**config.mk**
```make
export PLATFORM = sky130hd
export DESIGN_NAME = stream_demux_1to4_flat
export DESIGN_NICKNAME = d
export VERILOG_FILES = /design/src/rtl/stream_demux_1to4_pkg.sv /design/src/rtl/stream_demux_1to4_if.sv /design/src/rtl/demux_channel_reg.sv /design/src/rtl/stream_demux_1to4.sv /design/src/flat_wrapper.sv
export SDC_FILE = /design/constraint.sdc
export NUM_CORES = 1
export LEC_CHECK = 0
export ABC_CLOCK_PERIOD_IN_PS = 2430
export BUFFER_PORTS_ARGS = -buffer_cell sky130_fd_sc_hd__buf_4
export CAP_MARGIN = 20
export CELL_PAD_IN_SITES_DETAIL_PLACEMENT = 2
export CELL_PAD_IN_SITES_GLOBAL_PLACEMENT = 2
export CORE_MARGIN = 4
export CORE_UTILIZATION = 33
export DETAILED_ROUTE_END_ITERATION = 8
export PLACE_DENSITY_LB_ADDON = 0.1
export SLEW_MARGIN = 15
export SYNTH_ARGS = -nofsm -noshare
export SYNTH_HDL_FRONTEND = slang
export SYNTH_SLANG_ARGS = --single-unit
export TNS_END_PERCENT = 1
```
**constraint.sdc**
```tcl
create_clock -name clk -period 2.43 [get_ports clk]
set_input_delay 0.243 -clock clk [delete_from_list [all_inputs] [get_ports clk]]
set_output_delay 0.243 -clock clk [all_outputs]
set_load 0.02 [all_outputs]
```
**src/rtl/stream_demux_1to4_pkg.sv**
```systemverilog
// Shared constants and the 2-to-4 destination decode for the 1-to-4 stream router.
package stream_demux_1to4_pkg;

   localparam int NUM_CH     = 4;
   localparam int DEST_W     = 2;
   localparam int DEF_DATA_W = 8;
   localparam int DEF_CNT_W  = 8;

   // One-hot channel enable for a destination index.
   function automatic logic [NUM_CH-1:0] dest_onehot(input logic [DEST_W-1:0] dest);
      logic [NUM_CH-1:0] oh;
      oh       = '0;
      oh[dest] = 1'b1;
      return oh;
   endfunction

endpackage

```
**src/rtl/stream_demux_1to4_if.sv**
```systemverilog
// Input stream plus four output streams of the 1-to-4 router.
interface stream_demux_1to4_if
   import stream_demux_1to4_pkg::*;
#(
   parameter int DATA_W = DEF_DATA_W
) ();

   logic [DATA_W-1:0]        in_data;
   logic [DEST_W-1:0]        in_dest;
   logic                     in_valid;
   logic                     in_ready;
   logic [NUM_CH*DATA_W-1:0] out_data;
   logic [NUM_CH-1:0]        out_valid;
   logic [NUM_CH-1:0]        out_ready;

   // Source and consumers side.
   modport master (
      output in_data, in_dest, in_valid, out_ready,
      input  in_ready, out_data, out_valid
   );

   // Router side.
   modport slave (
      input  in_data, in_dest, in_valid, out_ready,
      output in_ready, out_data, out_valid
   );

endinterface

```
**src/rtl/demux_channel_reg.sv**
```systemverilog
// One output channel: single-entry holding register, valid flag and a
// saturating delivery counter.
module demux_channel_reg #(
   parameter int DATA_W = 8,
   parameter int CNT_W  = 8
) (
   input  logic              clk,
   input  logic              rst_n,
   input  logic              load,
   input  logic [DATA_W-1:0] load_data,
   input  logic              ready,
   input  logic              cnt_clr,
   output logic [DATA_W-1:0] data,
   output logic              valid,
   output logic [CNT_W-1:0]  cnt
);

   localparam logic [CNT_W-1:0] CNT_MAX = {CNT_W{1'b1}};

   logic drain;

   assign drain = valid & ready;

   // Holding register: a load wins over a drain so back-to-back words stream at full rate.
   always_ff @(posedge clk or negedge rst_n) begin
      if (!rst_n) begin
         data  <= '0;
         valid <= 1'b0;
      end else if (load) begin
         data  <= load_data;
         valid <= 1'b1;
      end else if (drain) begin
         valid <= 1'b0;
      end
   end

   // Delivery counter: clear has priority, otherwise count handshakes up to the ceiling.
   always_ff @(posedge clk or negedge rst_n) begin
      if (!rst_n) begin
         cnt <= '0;
      end else if (cnt_clr) begin
         cnt <= '0;
      end else if (drain && (cnt != CNT_MAX)) begin
         cnt <= cnt + 1'b1;
      end
   end

endmodule

```
**src/rtl/stream_demux_1to4.sv**
```systemverilog
// Registered 1-to-4 stream router: steers each accepted word into the holding
// register of the channel named by in_dest.
module stream_demux_1to4
   import stream_demux_1to4_pkg::*;
#(
   parameter int DATA_W = DEF_DATA_W,
   parameter int CNT_W  = DEF_CNT_W
) (
   input  logic                    clk,
   input  logic                    rst_n,
   stream_demux_1to4_if.slave      bus,
   input  logic                    cnt_clr,
   output logic [NUM_CH*CNT_W-1:0] out_cnt
);

   logic              accept;
   logic [NUM_CH-1:0] load;

   // Only the addressed channel can stall the input; it is free when empty or draining.
   assign bus.in_ready = rst_n & (~bus.out_valid[bus.in_dest] | bus.out_ready[bus.in_dest]);
   assign accept       = bus.in_valid & bus.in_ready;
   assign load         = accept ? dest_onehot(bus.in_dest) : '0;

   for (genvar k = 0; k < NUM_CH; k++) begin : g_ch
      demux_channel_reg #(
         .DATA_W (DATA_W),
         .CNT_W  (CNT_W)
      ) u_ch (
         .clk       (clk),
         .rst_n     (rst_n),
         .load      (load[k]),
         .load_data (bus.in_data),
         .ready     (bus.out_ready[k]),
         .cnt_clr   (cnt_clr),
         .data      (bus.out_data[k*DATA_W +: DATA_W]),
         .valid     (bus.out_valid[k]),
         .cnt       (out_cnt[k*CNT_W +: CNT_W])
      );
   end

endmodule

```
**src/flat_wrapper.sv**
```systemverilog
// flat-port wrapper written by rule: the top's interface ports become plain ports
module stream_demux_1to4_flat import stream_demux_1to4_pkg::*;
#(
   parameter int DATA_W = DEF_DATA_W,
   parameter int CNT_W  = DEF_CNT_W
)
  (clk, rst_n, cnt_clr, out_cnt, bus_in_data, bus_in_dest, bus_in_valid, bus_out_ready, bus_in_ready, bus_out_data, bus_out_valid);
  stream_demux_1to4_if #(.DATA_W(DATA_W)) bus_i ();
  input  logic clk;
  input  logic rst_n;
  input  logic cnt_clr;
  output logic [NUM_CH*CNT_W-1:0] out_cnt;
  input wire logic [$bits(bus_i.in_data)-1:0] bus_in_data;
  input wire logic [$bits(bus_i.in_dest)-1:0] bus_in_dest;
  input wire logic [$bits(bus_i.in_valid)-1:0] bus_in_valid;
  input wire logic [$bits(bus_i.out_ready)-1:0] bus_out_ready;
  output wire logic [$bits(bus_i.in_ready)-1:0] bus_in_ready;
  output wire logic [$bits(bus_i.out_data)-1:0] bus_out_data;
  output wire logic [$bits(bus_i.out_valid)-1:0] bus_out_valid;
  assign bus_i.in_data = bus_in_data;
  assign bus_i.in_dest = bus_in_dest;
  assign bus_i.in_valid = bus_in_valid;
  assign bus_i.out_ready = bus_out_ready;
  assign bus_in_ready = bus_i.in_ready;
  assign bus_out_data = bus_i.out_data;
  assign bus_out_valid = bus_i.out_valid;
  stream_demux_1to4 #(.DATA_W(DATA_W), .CNT_W(CNT_W)) u_core (.clk(clk), .rst_n(rst_n), .bus(bus_i), .cnt_clr(cnt_clr), .out_cnt(out_cnt));
endmodule
```
-- After elaboration in Yosys (flattened, before gate mapping)
Index checks and enable logic that the tools add are counted.
- bits of input ports: 18
- register bits after elaboration: 68
- logic and storage cells: 66
- reductions and logical operators: 13
- bitwise operators: 8
- add/subtract/negate cells: 4
- order comparisons: 2
- eq/ne operators: 4
- muxes and demuxes: 23
- operators with widths (operator ; number):
    $mux 8 ; 8
    $add 8x1->8 const B ; 4
    $ne 8x8->1 const B ; 4
    $reduce_bool 2->1 ; 8
    $mux 1 ; 11
    $and 1x1->1 ; 6
    $logic_and 1x1->1 ; 5
    $bmux 1 s2 ; 2
    $mux 4 ; 1
    $lt 2x3->1 const B ; 1
    $demux 1 s2 ; 1
    $ge 2x1->1 const B ; 1
    $not 1->1 ; 1
    $or 1x1->1 ; 1

-- Logic depth before layout (Yosys ltp)
Gate-level depths: netlist (run 1).
- depth after elaboration: 8
- depth in mapped cells: 5
- mapped depth without buffers: 5

-- Modules after synthesis
A second synthesis (run 1) with hierarchy kept.
- cells, all modules: 271
- area total of the unflattened synthesis: 3086.7 sq um
- modules (own cells, without submodules) (module ; instances ; cells an instance ; area an instance (sq um)):
    demux_channel_reg ; 4 ; 63 ; 744.5
    stream_demux_1to4 ; 1 ; 19 ; 108.9

-- Worst setup path after synthesis (run 1)
OpenSTA, ideal clock, no wires.
- path kind: reg-to-reg
- start: register u_core.g_ch[2].u_ch.cnt[0]
- end: register u_core.g_ch[2].u_ch.cnt[5]
- library setup time: 127 ps
- setup slack: 590 ps
- data arrival time: 1712 ps
- clock period less this slack: 1840 ps
- cell stages (with the launch flop): 6
- buffers on the path: 0
- cells stage by stage: dfrtp_1 ha_1 and3_1 a211oi_2 and3_1 mux2_1
- longest elaborated chain between the ends: 3
- elaborated cells on any way between the ends: 6
- those cells by class: 1 x add/sub; 1 x eq/ne; 2 x mux; 2 x reduce/logical
- RTL lines (item ; line ; source):
    start, declared ; demux_channel_reg.sv:15 ; output logic [CNT_W-1:0] cnt
    start signal, assigned ; demux_channel_reg.sv:44 ; cnt <= cnt + 1'b1;
    $add 8x1->8 / $ne 8x8->1 (equally long branches) ; demux_channel_reg.sv:44, demux_channel_reg.sv:43 ;
    $mux 8 / $logic_and 1x1->1 (equally long branches) ; demux_channel_reg.sv:43 ; end else if (drain && (cnt != CNT_MAX)) begin
    $mux 8 / $reduce_bool 2->1 (equally long branches) ; - ;
Several ways; a longest one is shown, not always the timed one. The select of a mux whose other input is x is not followed.
A chain may end at the register's enable or synchronous reset.

-- Worst setup path after layout (run 1)
Ends and elaborated chain as after synthesis.

==> flow_metrics.env, run 1 <==
export IMPL_outcome="finished, final reports clean"
export IMPL_synth_area_per_cell_um2=11.9
export IMPL_dieHeight_um=106
export IMPL_power_frac_seq=0.461
export IMPL_synthCells=269
export IMPL_cts_tree="yes"
export IMPL_synth_top_cell_area_share=0.533
export IMPL_ioPinCount=87
export IMPL_final_layout_size_suffix_gt1_frac=0.406
export IMPL_initial_core_util=0.342
export IMPL_skew_ns=0.0111
export IMPL_max_cap_viol_count=0
export IMPL_postCtsHoldBufs=0
export IMPL_post_cts_buffers=0
export IMPL_netSwitchingFraction=0.303
export IMPL_worst_pin_slew_ns=0.879
export IMPL_grt_pass1_wl_um=14400
export IMPL_drt_wl_total_um=8570
export IMPL_design_area_mm2=0.00415
export IMPL_cts_root_buf="clkbuf_8"
export IMPL_crit_arrival_ns=2.20
export IMPL_grt_max_degree=69
export IMPL_wl_per_cell_um=17.5
export IMPL_tritoncts_num_buffers=9
export IMPL_synth_seq_area_share=0.533
export IMPL_cts_resized=0
export IMPL_tns_ns=0
export IMPL_total_power_w=0.00291
export IMPL_die_w_um=106
export IMPL_synth_seq_cells=68
export IMPL_dp_final_hpwl_um=6120
export IMPL_synthTopCellsByArea="dfrtp_1 (53%), mux2_2 (11%), nor2_1 (3.3%)"
export IMPL_vias=2414
export IMPL_vdd_drop_max_v=0.000349
export IMPL_synth_cell_types=42
export IMPL_ys_warn_count=0
export IMPL_postPlaceCellArea_mm2=0.00395
export IMPL_end_kind="flip-flop"
export IMPL_synthToLayoutAreaGrowth_pct=30.0
export IMPL_r2r_start="u_core.g_ch[2].u_ch.cnt[0]"
export IMPL_power_density_mw_per_mm2=700
export IMPL_path_clk_slew_ns=0.09
export IMPL_p_leak_nw=1.94
export IMPL_core_mm2=0.00933
export IMPL_final_min_clock_period_ns=1.97
export IMPL_portBuffers=86
export IMPL_max_freq_mhz=507
export IMPL_clock_sinks=68
export IMPL_synth_top_flop_cell="dfrtp_1"
export IMPL_syn_area_mm2=0.00319
export IMPL_rsz0062_at_grt="no"
export IMPL_required_ns=2.66
export IMPL_grt_usage=0.161
export IMPL_num_rows=35
export IMPL_syn_num_nets=291
export IMPL_ys_async_sr_fraction=1.00
export IMPL_firstDrtPassIters=4
export IMPL_intPower_w=0.00202
export IMPL_min_period_over_period=0.811
export IMPL_drc_errors=0
export IMPL_regToRegSetupSlack_ns=0.46
export IMPL_max_slew_margin=0.414
export IMPL_rr_endpoint="u_core.g_ch[2].u_ch.cnt[5]"
export IMPL_mostFrequentLayoutCells="buf_4 (87), dfrtp_1 (68), mux2_2 (31), nor2_1 (28), nand2_1 (18)"
export IMPL_hold_viol=0
export IMPL_post_route_util=0.445
export IMPL_ant_nets=0
export IMPL_hold_class="in2async"
export IMPL_pwr_share_clk=0.330
export IMPL_place_congestion=0.731
export IMPL_clk_latency_ns=0.34
export IMPL_path_max_fanout=4
export IMPL_final_common_cell="buf_4"
export IMPL_critPathLaunchType="flip-flop"
export IMPL_antenna_cells=0
export IMPL_cts_htree_levels=3
export IMPL_grt_ovfl_total=0
export IMPL_yosysTopAreaCell="dfrtp_1"
export IMPL_combPwrFrac=0.209
export IMPL_viasPerCell=4.92
export IMPL_setup_violations=0
export IMPL_dieArea_mm2=0.0113
export IMPL_cts_buffer_depth=2
export IMPL_p_sw_w=0.000881
export IMPL_synth_edff_count=0
export IMPL_worstSetupPathType="reg2reg"
export IMPL_drt_initial_drc_count=65
export IMPL_antenna_found_initial=0
export IMPL_maxSlewViolCount=0
export IMPL_num_nets_final=379
export IMPL_grt_pass1_vias=2627
export IMPL_r2r_cells=5
[metal layers]
metal  vias to the layer above  global-route usage  share of wire
met1                      1216               0.211           0.45
met2                        61               0.248           0.46
met3                         8              0.0638          0.078
met4                         0              0.0416         0.0074
li1                       1129                   -              -
met5                         -                   0              0
[worst max path at each step]
stage                                          start  slack, ns                    endpoint
after floorplan           u_core.g_ch[2].u_ch.cnt[0]       0.59  u_core.g_ch[2].u_ch.cnt[5]
after global placement    u_core.g_ch[2].u_ch.cnt[0]       0.53  u_core.g_ch[2].u_ch.cnt[5]
after detailed placement  u_core.g_ch[2].u_ch.cnt[0]       0.52  u_core.g_ch[2].u_ch.cnt[5]
after CTS                  u_core.g_ch[0].u_ch.valid       0.43                bus_in_ready
after global routing       u_core.g_ch[0].u_ch.valid       0.34                bus_in_ready
final                     u_core.g_ch[2].u_ch.cnt[0]       0.46  u_core.g_ch[2].u_ch.cnt[5]
[worst max-delay path, cell delays in order, from the launching register on]
cell and delay (ns):
dfrtp_1 0.43, ha_1 0.24, and3_1 0.21, a211oi_2 0.42, and3_1 0.22, mux2_1 0.32
[power by group through the flow]
stage	logic, W	registers, W	clock network (W)
6_report	0.000608	0.00134	0.000959
5_1_grt	0.000655	0.00136	0.00106
4_1_cts	0.000623	0.00134	0.00100
3_5_place_dp	0.000621	0.00136	0
3_3_place_gp	0.000608	0.00136	0
2_1_floorplan	0.000160	0.00150	0
[cells in the mapped netlist (2+ instances only)]
library cell and count:
clkbuf_1 4, nor2b_1 7, and2_1 4, inv_1 6, dfrtp_1 68, mux2i_1 8
xor2_1 6, nor4b_4 2, or2_2 3, and3_1 5, a21oi_1 7, nor4b_1 3
ha_1 4, nand2_1 18, a211oi_1 3, mux2_2 31, nand3_1 8, nor2_1 28
o21ai_0 7, o31ai_1 3, nand4_1 6, or4_1 4, mux2_1 3, nand2b_1 2
xnor2_1 8, buf_4 4, buf_2 2
[kinds of logic (layout without fill, tap and decap cells)]
| kind of cell | count (synthesis) | count (layout) | share of synthesized area |
|---|---|---|---|
| simple gates | 96 | 96 | 0.172 |
| buf+inv | 16 | 109 | 0.0243 |
| mux | 43 | 43 | 0.152 |
| flops | 68 | 68 | 0.533 |
| xor+xnor | 14 | 14 | 0.0384 |
| fa+ha+maj | 4 | 4 | 0.0157 |
| compound gates | 28 | 28 | 0.0650 |
[stage by stage]
step,cells,setup slack [ns],hold WS [ns]
after CTS,491,0.426,0.135
after floorplan,269,0.590,-0.0526
final,491,0.460,0.142
after global placement,475,0.529,0.485
after global routing,491,0.340,0.130
after detailed placement,475,0.517,0.484
[registers in the layout (all words and copies together) (netlist names)]
signal / flops
u_core.g_ch.u_ch.data: 32
u_core.g_ch.u_ch.cnt: 32
u_core.g_ch.u_ch.valid: 4
[cell type report]
type / instances / area [um^2]
clock inverters: 7 / 75.1
fillers: 1004 / 5170
repair buffers: 87 / 653
clock buffers: 9 / 124
well taps: 129 / 161
inverters: 6 / 22.5
multi-input cells: 185 / 1420
flip-flops and latches: 68 / 1700
Note: power is estimated with default switching activity, not from simulation.
==> run 2: changes to the inputs <==
--- a/config.mk
+++ b/config.mk
@@ -5,13 +5,13 @@
 export SDC_FILE = /design/constraint.sdc
 export NUM_CORES = 1
 export LEC_CHECK = 0
-export ABC_CLOCK_PERIOD_IN_PS = 2430
+export ABC_CLOCK_PERIOD_IN_PS = 1750
 export BUFFER_PORTS_ARGS = -buffer_cell sky130_fd_sc_hd__buf_4
 export CAP_MARGIN = 20
 export CELL_PAD_IN_SITES_DETAIL_PLACEMENT = 2
 export CELL_PAD_IN_SITES_GLOBAL_PLACEMENT = 2
 export CORE_MARGIN = 4
-export CORE_UTILIZATION = 33
+export CORE_UTILIZATION = 30
 export DETAILED_ROUTE_END_ITERATION = 8
 export PLACE_DENSITY_LB_ADDON = 0.1
 export SLEW_MARGIN = 15
==> constraint.sdc (replaced) <==
create_clock -name clk -period 1.75 [get_ports clk]
set_input_delay 0.175 -clock clk [delete_from_list [all_inputs] [get_ports clk]]
set_output_delay 0.175 -clock clk [all_outputs]
set_load 0.02 [all_outputs]
==> run 2 against run 1 <==
Compared with the run above: register-to-register slack worse by 0.44 ns; core utilization is 1.6 points lower; sequential share of layout area is 2.7 points lower; cell area is 7.2% higher; die area is 9.2% higher; critical path depth is 1 lower; total power is 49% higher; combinational power is 46% higher; setup slack worse by 0.52 ns; the flow now finishes with violations (negative setup slack); sequential cell count stayed put; critical endpoint is now bus_in_ready.
==> flow_metrics.env, run 2 (synthesis gave the netlist of run 1 again) <==
export IMPL_critPathLaunchType="flip-flop"
export IMPL_drt_wl_total_um=8860
export IMPL_grt_ovfl_total=0
export IMPL_cts_root_buf="clkbuf_8"
export IMPL_place_congestion=0.711
export IMPL_end_kind="output pin"
export IMPL_stdcell_count=522
export IMPL_final_common_cell="buf_4"
export IMPL_max_freq_mhz=553
export IMPL_required_ns=1.57
export IMPL_clk_latency_ns=0.34
export IMPL_power_density_mw_per_mm2=974
export IMPL_synthToLayoutAreaGrowth_pct=39.4
export IMPL_post_route_util=0.429
export IMPL_skew_ns=0.0104
export IMPL_firstDrtPassIters=4
export IMPL_r2r_cells=5
export IMPL_cts_tree="yes"
export IMPL_p_leak_nw=2.08
export IMPL_antenna_cells=0
export IMPL_hold_viol=0
export IMPL_dieHeight_um=111
export IMPL_setup_violations=1
export IMPL_drt_initial_drc_count=61
export IMPL_ant_nets=0
export IMPL_cts_buffer_depth=2
export IMPL_crit_arrival_ns=1.63
export IMPL_path_max_fanout=3
export IMPL_grt_pass1_wl_um=15100
export IMPL_max_slew_margin=0.414
export IMPL_violations="negative setup slack"
export IMPL_grt_pass1_vias=2836
export IMPL_dp_cells=500
export IMPL_drc_errors=0
export IMPL_fillers=1120
export IMPL_dieArea_mm2=0.0124
export IMPL_dp_final_hpwl_um=6520
export IMPL_worst_pin_slew_ns=0.879
export IMPL_viasPerCell=4.79
export IMPL_rsz0062_at_grt="yes"
export IMPL_reg_top3="u_core.g_ch.u_ch.cnt: 32 flops, u_core.g_ch.u_ch.data: 32 flops, u_core.g_ch.u_ch.valid: 4 flops"
export IMPL_grt_usage=0.150
export IMPL_worstSetupPathType="reg2out"
export IMPL_initial_core_util=0.308
export IMPL_antenna_found_initial=0
export IMPL_path_clk_slew_ns=0.08
export IMPL_portBuffers=86
export IMPL_cts_htree_levels=3
export IMPL_setup_ws_ns=-0.0586
export IMPL_wl_per_cell_um=17.0
export IMPL_die_w_um=111
export IMPL_core_mm2=0.0104
export IMPL_min_period_over_period=1.03
export IMPL_postCtsHoldBufs=0
export IMPL_final_min_clock_period_ns=1.81
export IMPL_max_cap_viol_count=0
export IMPL_hold_class="in2async"
export IMPL_tritoncts_num_buffers=9
export IMPL_maxSlewViolCount=0
export IMPL_num_rows=37
export IMPL_outcome="complete, but fails checks"
export IMPL_vias=2501
export IMPL_grt_max_degree=69
export IMPL_ioPinCount=87
export IMPL_final_layout_size_suffix_gt1_frac=0.472
export IMPL_num_nets_final=403
export IMPL_mostFrequentLayoutCells="buf_4 (110), dfrtp_1 (65), mux2_2 (31), nor2_1 (28), nand2_1 (18)"
export IMPL_vdd_drop_max_v=0.000437
export IMPL_clock_sinks=68
run 2: changes by cell type in the layout (fill, tap and decap cells not counted), moves of 2 or more:
cell / before / now
buf_4: 87 / 110
bufinv_16: 1 / 3
dfrtp_1: 68 / 65
dfrtp_2: 0 / 3
ha_1: 4 / 2
ha_2: 0 / 2
nor2b_1: 7 / 3
nor2b_4: 0 / 4
run 2: path summary, 6_finish.rpt:
path / slack (ns) / end / from
max in group asynchronous: 1.06 / u_core.g_ch[1].u_ch.cnt[1] / rst_n
worst max-delay path: -0.06 / bus_in_ready / u_core.g_ch[1].u_ch.valid
worst min register to register: 0.50 / u_core.g_ch[1].u_ch.data[5] / u_core.g_ch[1].u_ch.data[5]
min in group clk: 0.09 / u_core.g_ch[1].u_ch.data[2] / bus_in_data[2]
worst min-delay path: 0.08 / u_core.g_ch[3].u_ch.cnt[7] / rst_n
worst max register to register: 0.02 / u_core.g_ch[1].u_ch.cnt[5] / u_core.g_ch[1].u_ch.cnt[1]
run 2: area by class of cell:
class / instances / area [um^2] / area share
clock buffer: 9 / 124 / 0.0278
multi-input combinational: 185 / 1460 / 0.329
tap: 136 / 170 / 0.0382
sequential: 68 / 1710 / 0.383
inverter: 6 / 22.5 / 0.00506
clock inverter: 7 / 121 / 0.0273
timing repair buffer: 111 / 846 / 0.190
run 2: power breakdown:
part / total [W] / switching [W] / internal (W) / leakage, nW
clock: 0.00161 / 0.000651 / 0.000957 / 0.124
combinational: 0.000886 / 0.000468 / 0.000417 / 1.07
sequential: 0.00184 / 0.0000960 / 0.00175 / 0.880
total: 0.00434 / 0.00122 / 0.00312 / 2.08
run 2: layer usage:
metal / GRT usage / vias to the layer above / share of wire
li1: - / 1176 / -
met5: 0 / - / 0
met2: 0.248 / 54 / 0.49
met4: 0.0462 / 0 / 0.013
met3: 0.0519 / 9 / 0.067
met1: 0.185 / 1262 / 0.43
run 2: worst max-delay path: stages (launching register included):
cell,delay [ns]
dfrtp_1,0.38
nor2b_4,0.14
mux4_2,0.47
nor2b_1,0.15
buf_4,0.16
run 2: stage by stage:
step	total power [W]	area (um^2)	TNS (ns)	hold slack [ns]	setup WS, ns
final	0.00434	4450	-0.0586	0.0782	-0.0586
after global routing	0.00457	4450	-0.155	0.0721	-0.116
after CTS	0.00441	4430	-0.0851	0.0712	-0.0851
after detailed placement	0.00277	4120	0	0.441	0.00165
after global placement	0.00274	4120	0	0.423	0.0691
after floorplan	0.00231	3210	-0.0147	-0.121	-0.0147
run 2: what timing repair did:
action | in CTS | in global routing
endpoints found under the setup margin | 2 | 3
setup buffers | 4 | 2
pin swaps | 1 | 0
resized for setup | 7 | 4
==> run 3: changes to the inputs <==
--- a/config.mk
+++ b/config.mk
@@ -10,6 +10,7 @@
 export CAP_MARGIN = 20
 export CELL_PAD_IN_SITES_DETAIL_PLACEMENT = 2
 export CELL_PAD_IN_SITES_GLOBAL_PLACEMENT = 2
+export CORE_ASPECT_RATIO = 1.25
 export CORE_MARGIN = 4
 export CORE_UTILIZATION = 30
 export DETAILED_ROUTE_END_ITERATION = 8
==> run 3 against run 2 <==
Compared with the run above: clock-buffer cell count is 3 higher; non-clock buffer count is 7 higher; global-route usage is 0.60 points higher; the run still ends with negative setup slack left; sequential share of layout area is 0.99 points lower; die area hardly changed.
==> flow_metrics.env, run 3 (synthesis gave the netlist of run 1 again) <==
export IMPL_dieHeight_um=123
export IMPL_outcome="complete, but fails checks"
export IMPL_end_kind="output pin"
export IMPL_final_common_cell="buf_4"
export IMPL_slowest_delay_ns=0.47
export IMPL_grtUsageMet3=0.0429
export IMPL_final_layout_size_suffix_gt1_frac=0.473
export IMPL_place_congestion=0.679
export IMPL_rsz0062_at_grt="yes"
export IMPL_slowest_stage="mux4_2"
export IMPL_cts_htree_levels=3
export IMPL_synthToLayoutAreaGrowth_pct=43.0
export IMPL_clock_sinks=68
export IMPL_viasPerCell=4.87
export IMPL_stdcell_count=522
export IMPL_tritoncts_num_buffers=9
export IMPL_crit_chain="nor2b_1, mux4_2, nor2b_2, buf_6"
export IMPL_dieArea_mm2=0.0124
export IMPL_design_area_mm2=0.00457
export IMPL_setup_ws_ns=-0.0209
export IMPL_cts_tree="yes"
export IMPL_crit_family="multiplexers"
export IMPL_drt_initial_drc_count=76
export IMPL_clk_latency_ns=0.32
export IMPL_setup_violations=1
export IMPL_die_w_um=100
export IMPL_cts_buffer_depth=2
export IMPL_met1_usage=0.181
export IMPL_grt_usage=0.156
export IMPL_critPathLaunchType="flip-flop"
export IMPL_vdd_drop_max_v=0.000522
export IMPL_dp_cells=498
export IMPL_grt_max_degree=51
export IMPL_dp_final_hpwl_um=6680
export IMPL_max_freq_mhz=565
export IMPL_num_nets_final=410
export IMPL_max_slew_margin=0.573
export IMPL_min_period_over_period=1.01
export IMPL_drc_errors=0
export IMPL_grt_pass1_wl_um=15100
export IMPL_required_ns=1.57
export IMPL_wl_per_cell_um=17.4
export IMPL_maxSlewViolCount=0
export IMPL_antenna_found_initial=0
export IMPL_cts_root_buf="clkbuf_16"
export IMPL_grt_use_met2=0.271
export IMPL_worstSetupPathType="reg2out"
export IMPL_skew_ns=0.00559
export IMPL_critical_path_buf_inv_count=1
export IMPL_mostFrequentLayoutCells="buf_4 (115), dfrtp_1 (65), mux2_2 (31), nor2_1 (28), nand2_1 (18)"
export IMPL_postPlaceCellArea_mm2=0.00415
export IMPL_core_mm2=0.0103
export IMPL_violations="negative setup slack"
export IMPL_busiest_layer="met2"
export IMPL_firstDrtPassIters=3
export IMPL_antenna_cells=0
export IMPL_path_clk_slew_ns=0.05
export IMPL_max_cap_viol_count=0
export IMPL_path_max_fanout=2
export IMPL_ioPinCount=87
export IMPL_initial_core_util=0.311
export IMPL_grt_ovfl_total=0
export IMPL_grt_pass1_vias=2937
export IMPL_worst_pin_slew_ns=0.641
export IMPL_final_min_clock_period_ns=1.77
export IMPL_crit_arrival_ns=1.60
export IMPL_vias=2541
export IMPL_num_rows=41
export IMPL_p_leak_nw=2.14
export IMPL_drt_wl_total_um=9090
export IMPL_hold_class="in2async"
export IMPL_portBuffers=86
export IMPL_hold_viol=0
export IMPL_power_density_mw_per_mm2=997
export IMPL_ant_nets=0
export IMPL_reg_top3="u_core.g_ch.u_ch.cnt: 32 flops, u_core.g_ch.u_ch.data: 32 flops, u_core.g_ch.u_ch.valid: 4 flops"
==> run 3: cell types whose count changed in the layout (fill, tap and decap cells not counted), sizes merged <==
cell	delta
inv	-2
bufinv	-2
clkbuf	+3
dlygate4sd3	+1
clkinvlp	+1
buf	+6
==> run 3: repair_timing <==
item	CTS	global route
hold endpoints to repair	19	0
buffers inserted	4	3
resized for setup	8	3
hold buffers	1	0
setup endpoints to repair	1	6
pin swaps	0	1
==> run 3: worst register-to-register path, delay by kind of cell, from the launching register on <==
family	cells	cell delay (ns)
flops	1	0.43
fa+ha+maj	1	0.17
compound gates	2	0.37
simple gates	2	0.64
==> run 3: final cells by class <==
cell class | count | area, um^2
Sequential cell | 68 | 1710
Clock inverter | 4 | 47.5
Fill cell | 1100 | 5690
Multi-Input combinational cell | 185 | 1470
Timing Repair Buffer | 118 | 905
Inverter | 6 | 22.5
Clock buffer | 12 | 256
Tap cell | 129 | 161
==> run 3: path summary, 6_finish.rpt <==
| path | startpoint | to | slack [ns] | depth (start not counted) |
|---|---|---|---|---|
| setup / recovery | u_core.g_ch[3].u_ch.valid | bus_in_ready | -0.02 | 4 |
| hold / removal | rst_n | u_core.g_ch[1].u_ch.cnt[4] | 0.02 | 2 |
| setup reg to reg | u_core.g_ch[1].u_ch.cnt[1] | u_core.g_ch[1].u_ch.cnt[5] | 0.06 | 5 |
| hold reg to reg | u_core.g_ch[1].u_ch.data[6] | u_core.g_ch[1].u_ch.data[6] | 0.51 | 1 |
| max in group asynchronous | rst_n | u_core.g_ch[2].u_ch.cnt[0] | 1.06 | 3 |
| min in group clk | bus_in_data[2] | u_core.g_ch[2].u_ch.data[2] | 0.11 | 2 |
==> run 3: metrics by stage <==
step                setup TNS (ns)  hold slack (ns)  total power [W]   util  setup WS, ns
floorplan                  -0.0147           -0.121          0.00231      -       -0.0147
global placement                 0            0.227          0.00273  0.405        0.0788
detailed placement               0            0.220          0.00276  0.405        0.0388
CTS                        -0.0328           0.0321          0.00464  0.441       -0.0328
global route               -0.0778           0.0707          0.00480  0.445       -0.0778
finish                     -0.0209           0.0165          0.00456  0.445       -0.0209
==> run 3: per-layer routing <==
layer  wire [um]  vias up
li1            -     1187
met1        3690     1288
met2        4740       59
met3         537        7
met4         121        0
met5           0        -
==> run 3: power breakdown <==
group	switching [W]	internal, W	total [W]
sequential	0.0000995	0.00175	0.00185
combinational	0.000467	0.000422	0.000888
clock	0.000641	0.00118	0.00182
total	0.00121	0.00335	0.00456
